## src/rtl/mips_alu_issue_ctrl.sv

```systemverilog
// Issue/decode front-end for the 32-bit MIPS ALU: accepts one instruction, drives the
// ALU for SETTLE_CYCLES, captures result/Zero and returns them with a branch decision.
module mips_alu_issue_ctrl #(
    parameter int unsigned WIDTH         = 32,
    parameter int unsigned SETTLE_CYCLES = 1
) (
    input  logic             clk,
    input  logic             rst_n,
    input  logic             in_valid,
    output logic             in_ready,
    input  logic [5:0]       opcode,
    input  logic [5:0]       funct,
    input  logic [WIDTH-1:0] op_a,
    input  logic [WIDTH-1:0] op_b,
    output logic [3:0]       alu_ctrl,
    output logic [WIDTH-1:0] alu_a,
    output logic [WIDTH-1:0] alu_b,
    input  logic [WIDTH-1:0] alu_out,
    input  logic             alu_zero,
    output logic             res_valid,
    input  logic             res_ready,
    output logic [WIDTH-1:0] res_data,
    output logic             res_zero,
    output logic             res_branch_taken,
    output logic             res_illegal
);

    localparam int unsigned CNT_W = 4;

    typedef enum logic [1:0] {
        S_IDLE = 2'd0,
        S_EXEC = 2'd1,
        S_DONE = 2'd2
    } state_t;

    typedef enum logic [1:0] {
        BR_NONE = 2'd0,
        BR_EQ   = 2'd1,
        BR_NE   = 2'd2
    } br_t;

    state_t           state_q, state_d;
    br_t              br_q;
    logic [CNT_W-1:0] cnt_q;

    logic [3:0]       dec_ctrl_c;
    logic             dec_legal_c;
    br_t              dec_br_c;
    logic             accept_c;
    logic             capture_c;

    // Decode opcode/funct into ALU control code, legality and branch kind
    always_comb begin
        dec_ctrl_c  = 4'b0000;
        dec_legal_c = 1'b1;
        dec_br_c    = BR_NONE;
        if (opcode == 6'h00) begin
            case (funct)
                6'h20, 6'h21: dec_ctrl_c = 4'b0010;
                6'h22, 6'h23: dec_ctrl_c = 4'b0110;
                6'h24:        dec_ctrl_c = 4'b0000;
                6'h25:        dec_ctrl_c = 4'b0001;
                6'h27:        dec_ctrl_c = 4'b1100;
                6'h2A:        dec_ctrl_c = 4'b0111;
                default:      dec_legal_c = 1'b0;
            endcase
        end else begin
            case (opcode)
                6'h08, 6'h23, 6'h2B: dec_ctrl_c = 4'b0010;
                6'h0C:               dec_ctrl_c = 4'b0000;
                6'h0D:               dec_ctrl_c = 4'b0001;
                6'h0A:               dec_ctrl_c = 4'b0111;
                6'h04: begin
                    dec_ctrl_c = 4'b0110;
                    dec_br_c   = BR_EQ;
                end
                6'h05: begin
                    dec_ctrl_c = 4'b0110;
                    dec_br_c   = BR_NE;
                end
                default: dec_legal_c = 1'b0;
            endcase
        end
    end

    // Next-state logic and per-edge action strobes
    always_comb begin
        state_d   = state_q;
        accept_c  = 1'b0;
        capture_c = 1'b0;
        case (state_q)
            S_IDLE: begin
                if (in_valid) begin
                    accept_c = 1'b1;
                    state_d  = dec_legal_c ? S_EXEC : S_DONE;
                end
            end
            S_EXEC: begin
                // <= 1 rather than == 1 so an out-of-range setting cannot wedge the FSM
                if (cnt_q <= CNT_W'(1)) begin
                    capture_c = 1'b1;
                    state_d   = S_DONE;
                end
            end
            S_DONE: begin
                if (res_ready) begin
                    state_d = S_IDLE;
                end
            end
            default: state_d = S_IDLE;
        endcase
    end

    // State register with registered handshake outputs derived from the next state
    always_ff @(posedge clk or negedge rst_n) begin
        if (!rst_n) begin
            state_q   <= S_IDLE;
            in_ready  <= 1'b1;
            res_valid <= 1'b0;
        end else begin
            state_q   <= state_d;
            in_ready  <= (state_d == S_IDLE);
            res_valid <= (state_d == S_DONE);
        end
    end

    // Settle counter: loaded on a legal accept, counts down while executing
    always_ff @(posedge clk or negedge rst_n) begin
        if (!rst_n) begin
            cnt_q <= '0;
        end else if (accept_c && dec_legal_c) begin
            cnt_q <= CNT_W'(SETTLE_CYCLES);
        end else if (state_q == S_EXEC && cnt_q != '0) begin
            cnt_q <= cnt_q - CNT_W'(1);
        end
    end

    // ALU drive registers and branch tag, updated only on a legal accept
    always_ff @(posedge clk or negedge rst_n) begin
        if (!rst_n) begin
            alu_ctrl <= 4'b0000;
            alu_a    <= '0;
            alu_b    <= '0;
            br_q     <= BR_NONE;
        end else if (accept_c && dec_legal_c) begin
            alu_ctrl <= dec_ctrl_c;
            alu_a    <= op_a;
            alu_b    <= op_b;
            br_q     <= dec_br_c;
        end
    end

    // Result registers: cleared with illegal flag on a bad accept, loaded at capture
    always_ff @(posedge clk or negedge rst_n) begin
        if (!rst_n) begin
            res_data         <= '0;
            res_zero         <= 1'b0;
            res_branch_taken <= 1'b0;
            res_illegal      <= 1'b0;
        end else if (accept_c && !dec_legal_c) begin
            res_data         <= '0;
            res_zero         <= 1'b0;
            res_branch_taken <= 1'b0;
            res_illegal      <= 1'b1;
        end else if (capture_c) begin
            res_data         <= alu_out;
            res_zero         <= alu_zero;
            res_illegal      <= 1'b0;
            case (br_q)
                BR_EQ:   res_branch_taken <= alu_zero;
                BR_NE:   res_branch_taken <= ~alu_zero;
                default: res_branch_taken <= 1'b0;
            endcase
        end
    end

endmodule

```

## config.mk

```make
export PLATFORM = sky130hd
export DESIGN_NAME = mips_alu_issue_ctrl
export DESIGN_NICKNAME = d
export VERILOG_FILES = /design/src/rtl/mips_alu_issue_ctrl.sv
export SDC_FILE = /design/constraint.sdc
export NUM_CORES = 1
export LEC_CHECK = 0
export ABC_CLOCK_PERIOD_IN_PS = 5200
export BUFFER_PORTS_ARGS = -buffer_cell sky130_fd_sc_hd__buf_2
export CAP_MARGIN = 10
export CORE_ASPECT_RATIO = 0.6
export CORE_MARGIN = 2
export CORE_UTILIZATION = 39
export DETAILED_ROUTE_END_ITERATION = 8
export PLACE_DENSITY = 0.79
export SYNTH_ARGS = -nofsm -noshare
export SYNTH_HDL_FRONTEND = slang
export SYNTH_SLANG_ARGS = --single-unit
export TNS_END_PERCENT = 10
```

## constraint.sdc

```tcl
create_clock -name clk -period 5.2 [get_ports clk]
set_input_delay 1.04 -clock clk [delete_from_list [all_inputs] [get_ports clk]]
set_output_delay 1.04 -clock clk [all_outputs]
set_load 0.01 [all_outputs]
```

== Word-level counts from Yosys, hierarchy flattened ==
Index checks and enable logic that the tools add are counted.

* Register bits: 113
* Bits in latches: 0
* Bits in writable memories: 0
* Memory bits (read-only): 0
* Bits of input ports: 113
* Output and inout bits: 105
* Memories: 0

* Add/sub/neg operators: 1
* Multipliers: 0
* Div/mod/pow operators: 0
* $lt $le $gt $ge: 1
* Eq/ne operators: 21
* Shift operators: 0
* Multiplexer cells: 28
* Bitwise gates (word level): 1
* Reduce and logical (&&, ||, !) cells: 16

{| class="wikitable"
|+ Operator list
! kind !! count
|-
| $mux 32 || 2
|-
| $eq 6x6->1 const B || 10
|-
| $eq 6x4->1 const B || 4
|-
| $pmux 4 s5 || 1
|-
| $reduce_or 8->1 || 2
|-
| $mux 1 || 13
|-
| $eq 6x3->1 const B || 2
|-
| $mux 4 || 3
|-
| $pmux 3 s4 || 1
|-
| $mux 2 || 5
|-
| $eq 2x2->1 const B || 3
|-
| $logic_not 6->1 || 1
|-
| $pmux 2 s3 || 1
|-
| $reduce_or 2->1 || 3
|-
| $eq 2x1->1 const B || 2
|-
| $le 4x1->1 const B || 1
|-
| $logic_not 2->1 || 2
|-
| $pmux 2 s2 || 1
|-
| $reduce_bool 2->1 || 2
|-
| $reduce_bool 4->1 || 1
|-
| $sub 4x1->4 const B || 1
|-
| $logic_and 1x1->1 || 3
|-
| $reduce_or 3->1 || 1
|-
| $pmux 1 s2 || 1
|-
| other kinds (2) || 2
|}

== Depth between registers and ports, before layout ==
Gate-level depths: netlist (run 1).

* Depth after elaboration: 8
* Mapped depth: 8

== Worst setup path after synthesis (run 1) ==
Ideal clock, no wire load.

* Path type: input to register
* From: input port opcode[5]
* To: register alu_a[0]
* Setup time: 125 ps
* Data arrival time: 2632 ps
* Required time: 5075 ps
* Setup slack: 2443 ps
* Stages: 6
* Cells stage by stage: or4_4 -> a311oi_2 -> a2111o_2 -> buf_12 -> buf_12 -> mux2_4

* Cells in the longest elaborated chain, start to end: 5
* Elaborated cells on any way between the ends: 13
* Classes of those cells: eq/ne: 8; mux: 2; reduce/logical: 3

{| class="wikitable"
|+ RTL lines
! what !! RTL line !! source
|-
| start: declaration || 11 || <nowiki>input logic [5:0] opcode,</nowiki>
|-
| $eq 6x3->1 (tied with other cells) || 68 || <nowiki>case (opcode)</nowiki>
|-
| $reduce_or 8->1 (no source line) || n/a ||
|-
| $mux 1 || 68 ||
|-
| $mux 1 * || 57 || <nowiki>if (opcode == 6'h00) begin</nowiki>
|-
| $logic_and 1x1->1 * || 145 || <nowiki>end else if (accept_c && dec_legal_c) begin</nowiki>
|-
| end signal: assignment || 147 || <nowiki>alu_a <= op_a;</nowiki>
|-
| end: declaration || 16 || <nowiki>output logic [WIDTH-1:0] alu_a,</nowiki>
|}

Mark *: on every way between the ends. The rest lies on a longest branch, timed or not.
A chain may end at the register's enable or synchronous reset.

== Worst setup path in the final report (run 1) ==
* From: input port opcode[5]
* To: register alu_b[1]

* Cells in the longest elaborated chain, start to end: 5
* Elaborated cells on any way between the ends: 13
* Classes of those cells: eq/ne: 8; mux: 2; reduce/logical: 3

{| class="wikitable"
|+ RTL lines
! what !! RTL line !! source
|-
| $eq 6x3->1 (tied with other cells) || 68 ||
|-
| $reduce_or 8->1 (no source line) || n/a ||
|-
| $mux 1 || 68 ||
|-
| $mux 1 * || 57 ||
|-
| $logic_and 1x1->1 * || 145 ||
|-
| end signal: assignment || 148 || <nowiki>alu_b <= op_b;</nowiki>
|-
| end: declaration || 17 || <nowiki>output logic [WIDTH-1:0] alu_b,</nowiki>
|}

Marks and branches as above.

==> results of run 1 <==
==> final timing paths <==
kind	slack, ns	end	startpoint
min in group asynchronous	0.74	res_data[1]	rst_n
max in group asynchronous	3.31	cnt_q[2]	rst_n
min reg2reg	0.50	alu_b[17]	alu_b[17]
max	2.15	alu_b[1]	opcode[5]
max reg2reg	2.93	res_data[11]	cnt_q[0]
min	0.50	alu_b[17]	alu_b[17]
==> worst max-delay path, delay by kind of cell <==
| family | cells | cell delay (ns) |
|---|---|---|
| AOI/OAI and AO/OA | 2 | 0.77 |
| buffers and inverters | 2 | 0.57 |
| and+or+nand+nor | 1 | 0.56 |
| muxes | 1 | 0.38 |
==> per-layer routing <==
metal	up-vias	track usage, %
li1	1697	-
met2	159	27.3
met5	-	0
met4	0	4.87
met3	8	5.67
met1	1761	22.0
==> placed cells by master, fill, tap and decap left out, types with 2 or more instances in the layout <==
master	count
buf_2	216
dfrtp_1	112
mux2_4	44
mux2i_1	36
a21oi_1	34
mux2_2	25
clkbuf_16	17
inv_1	7
nor2_1	7
and2_1	5
nor3_1	5
buf_4	5
a211o_1	4
clkinv_2	4
nor2b_1	3
nand2b_1	3
nor3b_1	3
nand2_1	3
nand3_1	3
xnor2_1	3
ha_1	3
clkinvlp_4	3
a211oi_1	2
o31ai_1	2
a22oi_1	2
a2111oi_0	2
nor4bb_1	2
clkbuf_1	2
clkbuf_8	2
bufinv_16	2
==> cell families after synthesis <==
kind of cell | Yosys count | share of synthesized area (%)
simple gates | 42 | 5.10
fa+ha+maj | 3 | 0.750
flops | 113 | 56.5
mux | 105 | 26.0
buf+inv | 28 | 4.32
xor+xnor | 3 | 0.525
compound gates | 54 | 6.77
==> power by group <==
part,switching (uW),internal [uW]
registers,207,1240
logic,562,645
clock network,383,724
total,1150,2600
==> final cells by class <==
cell class / instances / area [um^2] / area share, %
clock buffer: 21 / 460 / 6.83
timing repair buffer: 222 / 1140 / 16.9
tap: 170 / 213 / 3.15
sequential: 113 / 2830 / 41.9
multi-input combinational: 207 / 1970 / 29.2
clock inverter: 10 / 111 / 1.65
inverter: 7 / 26.3 / 0.390
==> stage by stage <==
stage               worst slack (ns)  instances  area [um^2]
global placement                1.84        719         6170
detailed placement              1.76        719         6170
CTS                             2.18        750         6750
global route                    2.00        750         6750
finish                          2.15        750         6750
floorplan                       2.44        348         5010
==> sequential cells by signal, indices dropped and copies added, names as in the netlist <==
signal and count:
cnt_q 4, res_illegal 1, res_zero 1, alu_a 32, res_branch_taken 1, br_q 2, res_valid 1, in_ready 1
alu_b 32, state_q 2, res_data 32, alu_ctrl 4
==> summary.txt, run 1 <==
Synthesis
  • Synth cell types: 44
  • Yosys top cell by area: dfrtp_1
  • Synth warn: 0
  • Ys async rst share: 100%
  • Post-synth net total: 464
  • Sequential-to-total area share from yosys stat: 56.5%
  • Most frequent cell after synthesis: dfrtp_1
  • Share of the synthesized area in the top cell type: 56.0%
  • Yosys reg bits: 113
  • Commonest cells post-synth: dfrtp_1, mux2_4, mux2i_1, a21oi_1, mux2_2
  • Mean Syn Cell Area: 14.4 um^2
  • Cells after synthesis: 348
  • Synth Flop Type: dfrtp_1
  • Synth top area cells: dfrtp_1, mux2_4, mux2i_1, mux2_2, a21oi_1
  • Count of flip-flops with a built-in enable after synthesis: 0
  • Mapped Area: 5010 um^2

Routing
  • Avg WL per Cell: 15.4 um
  • Uppermost routed layer: met4
  • Initial drt markers: 101
  • Vias: 3625
  • Initial DRT Pass Iterations: 4
  • DRT Wirelength: 11600 um
  • Met1 WL: 4920 um
  • Drt drc: 0
  • Met3 wire len: 895 um
  • Vias per cell: 4.83
  • Antenna-violating nets left: 0
  • Met2 Wirelength: 5670 um

Layout
  • Layout cells sized above 1: 56.4%
  • Nets@finish: 684
  • Antenna diode count: 0
  • Area growth syn-to-layout: 34.7%
  • Fill cells: 1037
  • Fin util: 53.1%

CTS
  • CTS tree: yes
  • Postcts setup bufs: 0
  • # hold bufs at CTS: 0
  • Clock latency on the worst-skew pair: 0.39 ns
  • Clk Tree Root Cell: clkbuf_16
  • Clk buf depth: 2
  • Clock sink count: 113
  • Num CTS Buffers: 17
  • Cts repair resizes: 0
  • H-tree depth: 4
  • Clock transition at path regs: 0.05 ns

Floorplan
  • FP Rows: 32
  • Initial Utilization: 39.4%
  • Die extent in y: 91.8 um
  • Top-level I/O count: 218
  • Die width: 150 um
  • Die Area: 13800 um^2
  • Core footprint: 12700 um^2

Power and ir drop
  • Pleak: 0.00351 uW
  • Maximum VDD drop: 0.347 mV
  • Power, Total: 3760 uW
  • Power per cell area: 557 nW/um^2

Worst setup path
  • CP max FO: 22
  • Reg2reg path depth: 7
  • Critical path startpoint category: input port
  • Setup Crit Path Kind: input port to flop
  • Critical path endpoint category: flop
  • Cell Chain, Critical Path: buf_2 -> or4_4 -> a311oi_2 -> a2111o_2 -> buf_4 -> mux2_2
  • CP max-delay cell: or4_4
  • CP max stage delay: 0.56 ns
  • Crit path arrival time: 3.33 ns
  • Critical Path RT: 5.48 ns

Timing
  • Hold WS: 0.501 ns
  • Achievable clock frequency: 328 MHz
  • Setup Skew: 0.00808 ns
  • Final period util: 58.7%
  • Hold Vio Cnt, Final: 0
  • Rel. slew slack: 21.7%
  • RSZ-0062 raised after global routing: false
  • Endpoints failing setup: 0
  • TNS Setup: 0 ns
  • Pins Over Slew Limit: 0
  • Period minus WS final: 3.05 ns
  • Worst slew pin tran: 1.17 ns

GRT
  • GRT Overall Usage: 17.0%
  • First-pass GRT wire length: 18500 um
  • Initial antenna violation count: 0
  • Vias in the first global route: 3789
  • Gr ovfl total: 0
  • Largest net degree at the start of global routing: 71

Run
  • Max-cap violations: 0

Place
  • Post-DP HPWL: 8350 um
  • Gpl congestion: 0.856
  • Port bufs: 217

Worst hold path
  • Hold depth: 1
  • HP Class: flop to flop

Status
  • Outcome: complete, no violations
No activity file was read; power rests on OpenSTA's default activity.
==> inputs of run 2 (changes only) <==
--- a/config.mk
+++ b/config.mk
@@ -5,7 +5,8 @@
 export SDC_FILE = /design/constraint.sdc
 export NUM_CORES = 1
 export LEC_CHECK = 0
-export ABC_CLOCK_PERIOD_IN_PS = 5200
+export ABC_AREA = 1
+export ABC_CLOCK_PERIOD_IN_PS = 3000
 export BUFFER_PORTS_ARGS = -buffer_cell sky130_fd_sc_hd__buf_2
 export CAP_MARGIN = 10
 export CORE_ASPECT_RATIO = 0.6
==> constraint.sdc (replaced) <==
create_clock -name clk -period 3 [get_ports clk]
set_input_delay 0.6 -clock clk [delete_from_list [all_inputs] [get_ports clk]]
set_output_delay 0.6 -clock clk [all_outputs]
set_load 0.01 [all_outputs]
==> summary.txt, run 2 <==
Layout
  • Fill cells: 1106
  • Regs by FF count: alu_a: 32 flops, alu_b: 32 flops, res_data: 32 flops
  • Final Cell Area: 6720 um^2
  • Antenna diode count: 0
  • Layout cells sized above 1: 36.0%
  • Commonest non-fill, non-tap cell in the layout: buf_2
  • FF+latch area: 2830 um^2
  • Most frequent cells in the layout: buf_2, nand2_1, dfrtp_1
  • Multi-input gate area: 1600 um^2
  • Area growth syn-to-layout: 36.5%
  • Nets@finish: 890

Routing
  • DRT Wirelength: 11600 um
  • Drt drc: 0
  • Initial drt markers: 167
  • Vias: 4302
  • Initial DRT Pass Iterations: 4
  • Vias per cell: 4.52
  • Antenna-violating nets left: 0
  • Avg WL per Cell: 12.2 um

Place
  • Instance area at placement: 6160 um^2
  • Gpl congestion: 0.787
  • Post-DP HPWL: 8300 um
  • Port bufs: 217

Worst setup path
  • Setup Crit Path Kind: flop to flop
  • Critical Path RT: 3.25 ns
  • CP max FO: 18
  • Critical path endpoint category: flop
  • Reg2reg path depth: 8
  • Crit path arrival time: 2.40 ns
  • Critical path startpoint category: flop

CTS
  • Clock transition at path regs: 0.05 ns
  • Cts repair resizes: 0
  • Clk Tree Root Cell: clkbuf_16
  • Clock sink count: 113
  • # hold bufs at CTS: 0
  • Clock latency on the worst-skew pair: 0.40 ns
  • Num CTS Buffers: 17
  • H-tree depth: 4
  • Clk buf depth: 2
  • Postcts setup bufs: 0
  • CTS tree: yes

Power and ir drop
  • Internal power: 4030 uW
  • Maximum VDD drop: 0.434 mV
  • Power per cell area: 883 nW/um^2
  • Clock power frac: 31.8%
  • Sw power: 1900 uW
  • Pleak: 0.00383 uW
  • Share of power burned in registers: 39.9%
  • Combinational share of power: 28.3%
  • Sw Ratio: 32.1%

Timing
  • Final period util: 71.8%
  • Worst slew pin tran: 0.750 ns
  • Setup Skew: 0.0105 ns
  • Achievable clock frequency: 465 MHz
  • Rel. slew slack: 50.0%
  • RSZ-0062 raised after global routing: false
  • TNS Setup: 0 ns
  • Pins Over Slew Limit: 0
  • Hold Vio Cnt, Final: 0
  • Period minus WS final: 2.15 ns
  • Endpoints failing setup: 0

Synthesis
  • Share of the synthesized area in the top cell type: 56.9%
  • Sequential-to-total area share from yosys stat: 57.5%
  • Synth warn: 0
  • Mapped Area: 4920 um^2
  • Count of flip-flops with a built-in enable after synthesis: 0
  • Cells after synthesis: 556
  • Synth top area cells: dfrtp_1, nand2_1, inv_1, a22oi_1, o21ai_1
  • Most frequent cell after synthesis: nand2_1
  • Commonest cells post-synth: nand2_1, dfrtp_1, inv_1, o21ai_1, a22oi_1
  • Post-synth net total: 672
  • Yosys top cell by area: dfrtp_1
  • Mean Syn Cell Area: 8.86 um^2
  • Synth cell types: 32
  • Yosys reg bits: 113
  • Synth Flop Type: dfrtp_1
  • Ys async rst share: 100%

GRT
  • Largest net degree at the start of global routing: 60
  • Initial antenna violation count: 0
  • Vias in the first global route: 4113
  • First-pass GRT wire length: 19200 um
  • Gr ovfl total: 0
  • GRT Overall Usage: 17.6%

Floorplan
  • Die width: 149 um
  • Top-level I/O count: 218
  • FP Rows: 31
  • Die extent in y: 91.0 um
  • Initial Utilization: 40.4%
  • Die Area: 13600 um^2
  • Core footprint: 12200 um^2

Status
  • Outcome: complete, no violations

Run
  • Max-cap violations: 0

Worst hold path
  • HP Class: input port to asynchronous set/reset pin
## run 2: cell types whose count changed after synthesis, moves of 36 or more
cell	change
nand2_1	+167
inv_1	+71
o21ai_1	+46
mux2_4	-44
mux2i_1	-36
## run 2: logic make-up (layout without fill, tap and decap cells)
kind of cell	count (synthesis)	after routing	synth area share (%)
simple gates	215	215	17.9
flops	113	113	57.5
fa+ha+maj	3	3	0.762
compound gates	110	110	13.7
xor+xnor	1	1	0.178
buf+inv	114	345	9.99
## run 2: metal layers
layer / routed length [um] / part of all wire, % / track usage [%] / vias to the layer above
li1: - / - / - / 2191
met1: 5760 / 50 / 24.4 / 1941
met2: 4930 / 42 / 26.3 / 161
met3: 833 / 7.2 / 5.83 / 9
met4: 79 / 0.68 / 5.32 / 0
met5: 0 / 0 / 0 / -
## run 2: final timing paths
kind                                start     endpoint  slack, ns
worst min-delay path                rst_n     alu_a[2]       0.26
worst min register to register  alu_a[30]    alu_a[30]       0.47
worst max register to register   cnt_q[0]  res_data[4]       0.85
worst max-delay path             cnt_q[0]  res_data[4]       0.85
max in group asynchronous           rst_n     in_ready       2.01
min in group clk                 op_b[19]    alu_b[19]       0.44
## run 2: cell type report
cell class | count | area share [%]
Timing Repair Buffer | 226 | 17.8
Multi-Input combinational cell | 329 | 23.8
Clock buffer | 21 | 6.70
Inverter | 87 | 4.86
Clock inverter | 11 | 1.69
Sequential cell | 113 | 42.1
Tap cell | 165 | 3.07
## run 2: power groups by stage
stage	Sequential [uW]	Clock (uW)	Combinational, uW
after floorplan	2600	0	685
after global placement	2380	0	1650
after detailed placement	2360	0	1710
after CTS	2370	1950	1700
after global routing	2430	2020	1880
final	2370	1890	1680
## run 2: critical path, stage by stage, from the launching register on
cell and delay (ns):
dfrtp_1 0.41, inv_1 0.09, ha_1 0.22, or2_2 0.30, nand3_2 0.07, clkinv_1 0.39, buf_4 0.37, nand2_1 0.08
a22oi_1 0.08
## run 2: per-stage QoR
step | hold WS [ns] | instances | utilization, % | total power, uW | setup slack [ns]
2_1_floorplan | 0.304 | 556 | - | 3280 | 1.27
3_3_place_gp | 0.464 | 920 | 50.6 | 4040 | 0.718
3_5_place_dp | 0.464 | 920 | 50.6 | 4070 | 0.665
4_1_cts | 0.286 | 952 | 55.2 | 6020 | 0.850
5_1_grt | 0.315 | 952 | 55.2 | 6340 | 0.615
6_report | 0.258 | 952 | 55.2 | 5930 | 0.847
==> inputs of run 3 (changes only) <==
--- a/config.mk
+++ b/config.mk
@@ -5,15 +5,15 @@
 export SDC_FILE = /design/constraint.sdc
 export NUM_CORES = 1
 export LEC_CHECK = 0
-export ABC_AREA = 1
-export ABC_CLOCK_PERIOD_IN_PS = 3000
+export ABC_AREA = 0
+export ABC_CLOCK_PERIOD_IN_PS = 1800
 export BUFFER_PORTS_ARGS = -buffer_cell sky130_fd_sc_hd__buf_2
 export CAP_MARGIN = 10
 export CORE_ASPECT_RATIO = 0.6
 export CORE_MARGIN = 2
 export CORE_UTILIZATION = 39
 export DETAILED_ROUTE_END_ITERATION = 8
-export PLACE_DENSITY = 0.79
+export PLACE_DENSITY = 0.81
 export SYNTH_ARGS = -nofsm -noshare
 export SYNTH_HDL_FRONTEND = slang
 export SYNTH_SLANG_ARGS = --single-unit
==> constraint.sdc (replaced) <==
create_clock -name clk -period 1.8 [get_ports clk]
set_input_delay 0.36 -clock clk [delete_from_list [all_inputs] [get_ports clk]]
set_output_delay 0.36 -clock clk [all_outputs]
set_load 0.01 [all_outputs]
==> summary.txt, run 3 (same netlist as run 1, synthesis figures left out) <==
GRT
  • Largest net degree at the start of global routing: 114
  • Gr ovfl total: 0
  • GRT Overall Usage: 17.6%
  • Initial antenna violation count: 0
  • GR met3 Demand/Resource: 6.02%
  • Met2 global-route usage: 27.8%
  • Layer with the highest usage: met2
  • First-pass GRT wire length: 18900 um
  • Vias in the first global route: 3883
  • Met1 Track Usage GR: 22.5%

Layout
  • Nets@finish: 720
  • Fill cells: 988
  • Antenna diode count: 0
  • Most frequent cells in the layout: buf_2, dfrtp_1, mux2_4
  • Fin util: 57.9%
  • Layout cells sized above 1: 61.3%
  • FF+latch area: 2830 um^2
  • Commonest non-fill, non-tap cell in the layout: buf_2
  • Multi-input gate area: 2100 um^2
  • Area growth syn-to-layout: 46.7%
  • Regs by FF count: alu_a: 32 flops, alu_b: 32 flops, res_data: 32 flops

Timing
  • Achievable clock frequency: 521 MHz
  • Rel. slew slack: 60.5%
  • Hold Vio Cnt, Final: 0
  • Final period util: 107%
  • RSZ-0062 raised after global routing: true
  • Period minus WS final: 1.92 ns
  • Pins Over Slew Limit: 0
  • Endpoints failing setup: 53
  • Setup Skew: 0.0114 ns
  • Worst slew pin tran: 0.593 ns
  • PnR worst setup slack: -0.119 ns

Power and ir drop
  • Power, Total: 11400 uW
  • Maximum VDD drop: 0.872 mV
  • Pleak: 0.00386 uW
  • Power per cell area: 1550 nW/um^2

Worst setup path
  • Critical Path RT: 2.08 ns
  • Critical path endpoint category: flop
  • Critical path startpoint category: input port
  • CP max FO: 14
  • Setup Crit Path Kind: input port to flop
  • Crit path arrival time: 2.20 ns

Routing
  • DRT Wirelength: 12800 um
  • Initial DRT Pass Iterations: 4
  • Antenna-violating nets left: 0
  • Vias: 3828
  • Initial drt markers: 147
  • Drt drc: 0
  • Avg WL per Cell: 16.2 um
  • Vias per cell: 4.86

CTS
  • Num CTS Buffers: 17
  • # hold bufs at CTS: 0
  • Clk Tree Root Cell: clkbuf_16
  • H-tree depth: 4
  • Clk buf depth: 2
  • Clock transition at path regs: 0.06 ns
  • CTS tree: yes
  • Clock sink count: 113
  • Clock latency on the worst-skew pair: 0.40 ns

Place
  • Post-DP HPWL: 8570 um
  • Port bufs: 217
  • Gpl congestion: 0.830

Floorplan
  • Top-level I/O count: 218
  • FP Rows: 32
  • Die Area: 13800 um^2
  • Initial Utilization: 39.4%
  • Die width: 150 um
  • Core footprint: 12700 um^2
  • Die extent in y: 91.8 um

Status
  • Outcome: complete, but fails checks
  • Failing checks: negative setup slack

Worst hold path
  • HP Class: input port to asynchronous set/reset pin

Run
  • Max-cap violations: 0
run 3: changes by cell type in the layout (fill, tap and decap cells not counted), moves of 34 or more:
cell,before,now
o21ai_1,46,0
inv_1,78,5
nand2_1,170,2
mux2i_1,0,34
mux2_4,0,63
run 3: layout make-up:
| type | count | area share, % |
|---|---|---|
| tap | 170 | 2.90 |
| sequential | 113 | 38.5 |
| clock buffer | 18 | 5.98 |
| timing repair buffer | 258 | 21.5 |
| multi-input combinational | 207 | 28.7 |
| clock inverter | 14 | 2.13 |
| inverter | 7 | 0.358 |
run 3: power by group:
| part | switching [uW] | total [uW] | internal (uW) |
|---|---|---|---|
| clock | 1240 | 3330 | 2090 |
| sequential | 600 | 4170 | 3570 |
| combinational | 1730 | 3900 | 2170 |
| total | 3570 | 11400 | 7830 |
run 3: what timing repair did:
item | 4_1_cts | 5_1_grt
setup buffers | 2 | 2
endpoints found under the setup margin | 106 | 100
pin swaps | 1 | 2
cloned | 2 | 3
gates resized for setup | 17 | 24
run 3: final timing paths:
check | slack (ns) | from | endpoint | depth (start not counted)
setup / recovery | -0.12 | opcode[5] | alu_b[18] | 7
hold / removal | 0.04 | rst_n | res_data[20] | 2
min in group clk | 0.17 | in_valid | in_ready | 2
max in group asynchronous | 1.31 | rst_n | alu_ctrl[0] | 2
hold reg to reg | 0.50 | alu_b[3] | alu_b[3] | 1
setup reg to reg | -0.07 | state_q[0] | alu_a[7] | 6
run 3: worst max-delay path, stage by stage:
cell and delay [ns]:
buf_6 0.10, or4_4 0.55, a311oi_4 0.26, a2111o_2 0.26, buf_6 0.15, clkbuf_16 0.19
mux2_4 0.31
run 3: layer usage:
metal	vias up	wire [um]	part of all wire [%]
met3	15	906	7.1
met4	0	173	1.4
met1	1882	5620	44
li1	1767	-	-
met2	164	6090	48
met5	-	0	0
run 3: through the flow:
step                      area (um^2)  setup slack, ns  hold WS, ns  setup TNS [ns]  instances
after CTS                        7150          -0.0900       0.0658           -1.89        782
final                            7340           -0.119       0.0423           -4.64        787
after global routing             7340           -0.132       0.0962           -4.95        787
after detailed placement         6430           -0.533        0.488          -44.73        746
after floorplan                  5010           -0.275       0.0644          -19.57        348
after global placement           6430           -0.430        0.475          -35.00        746
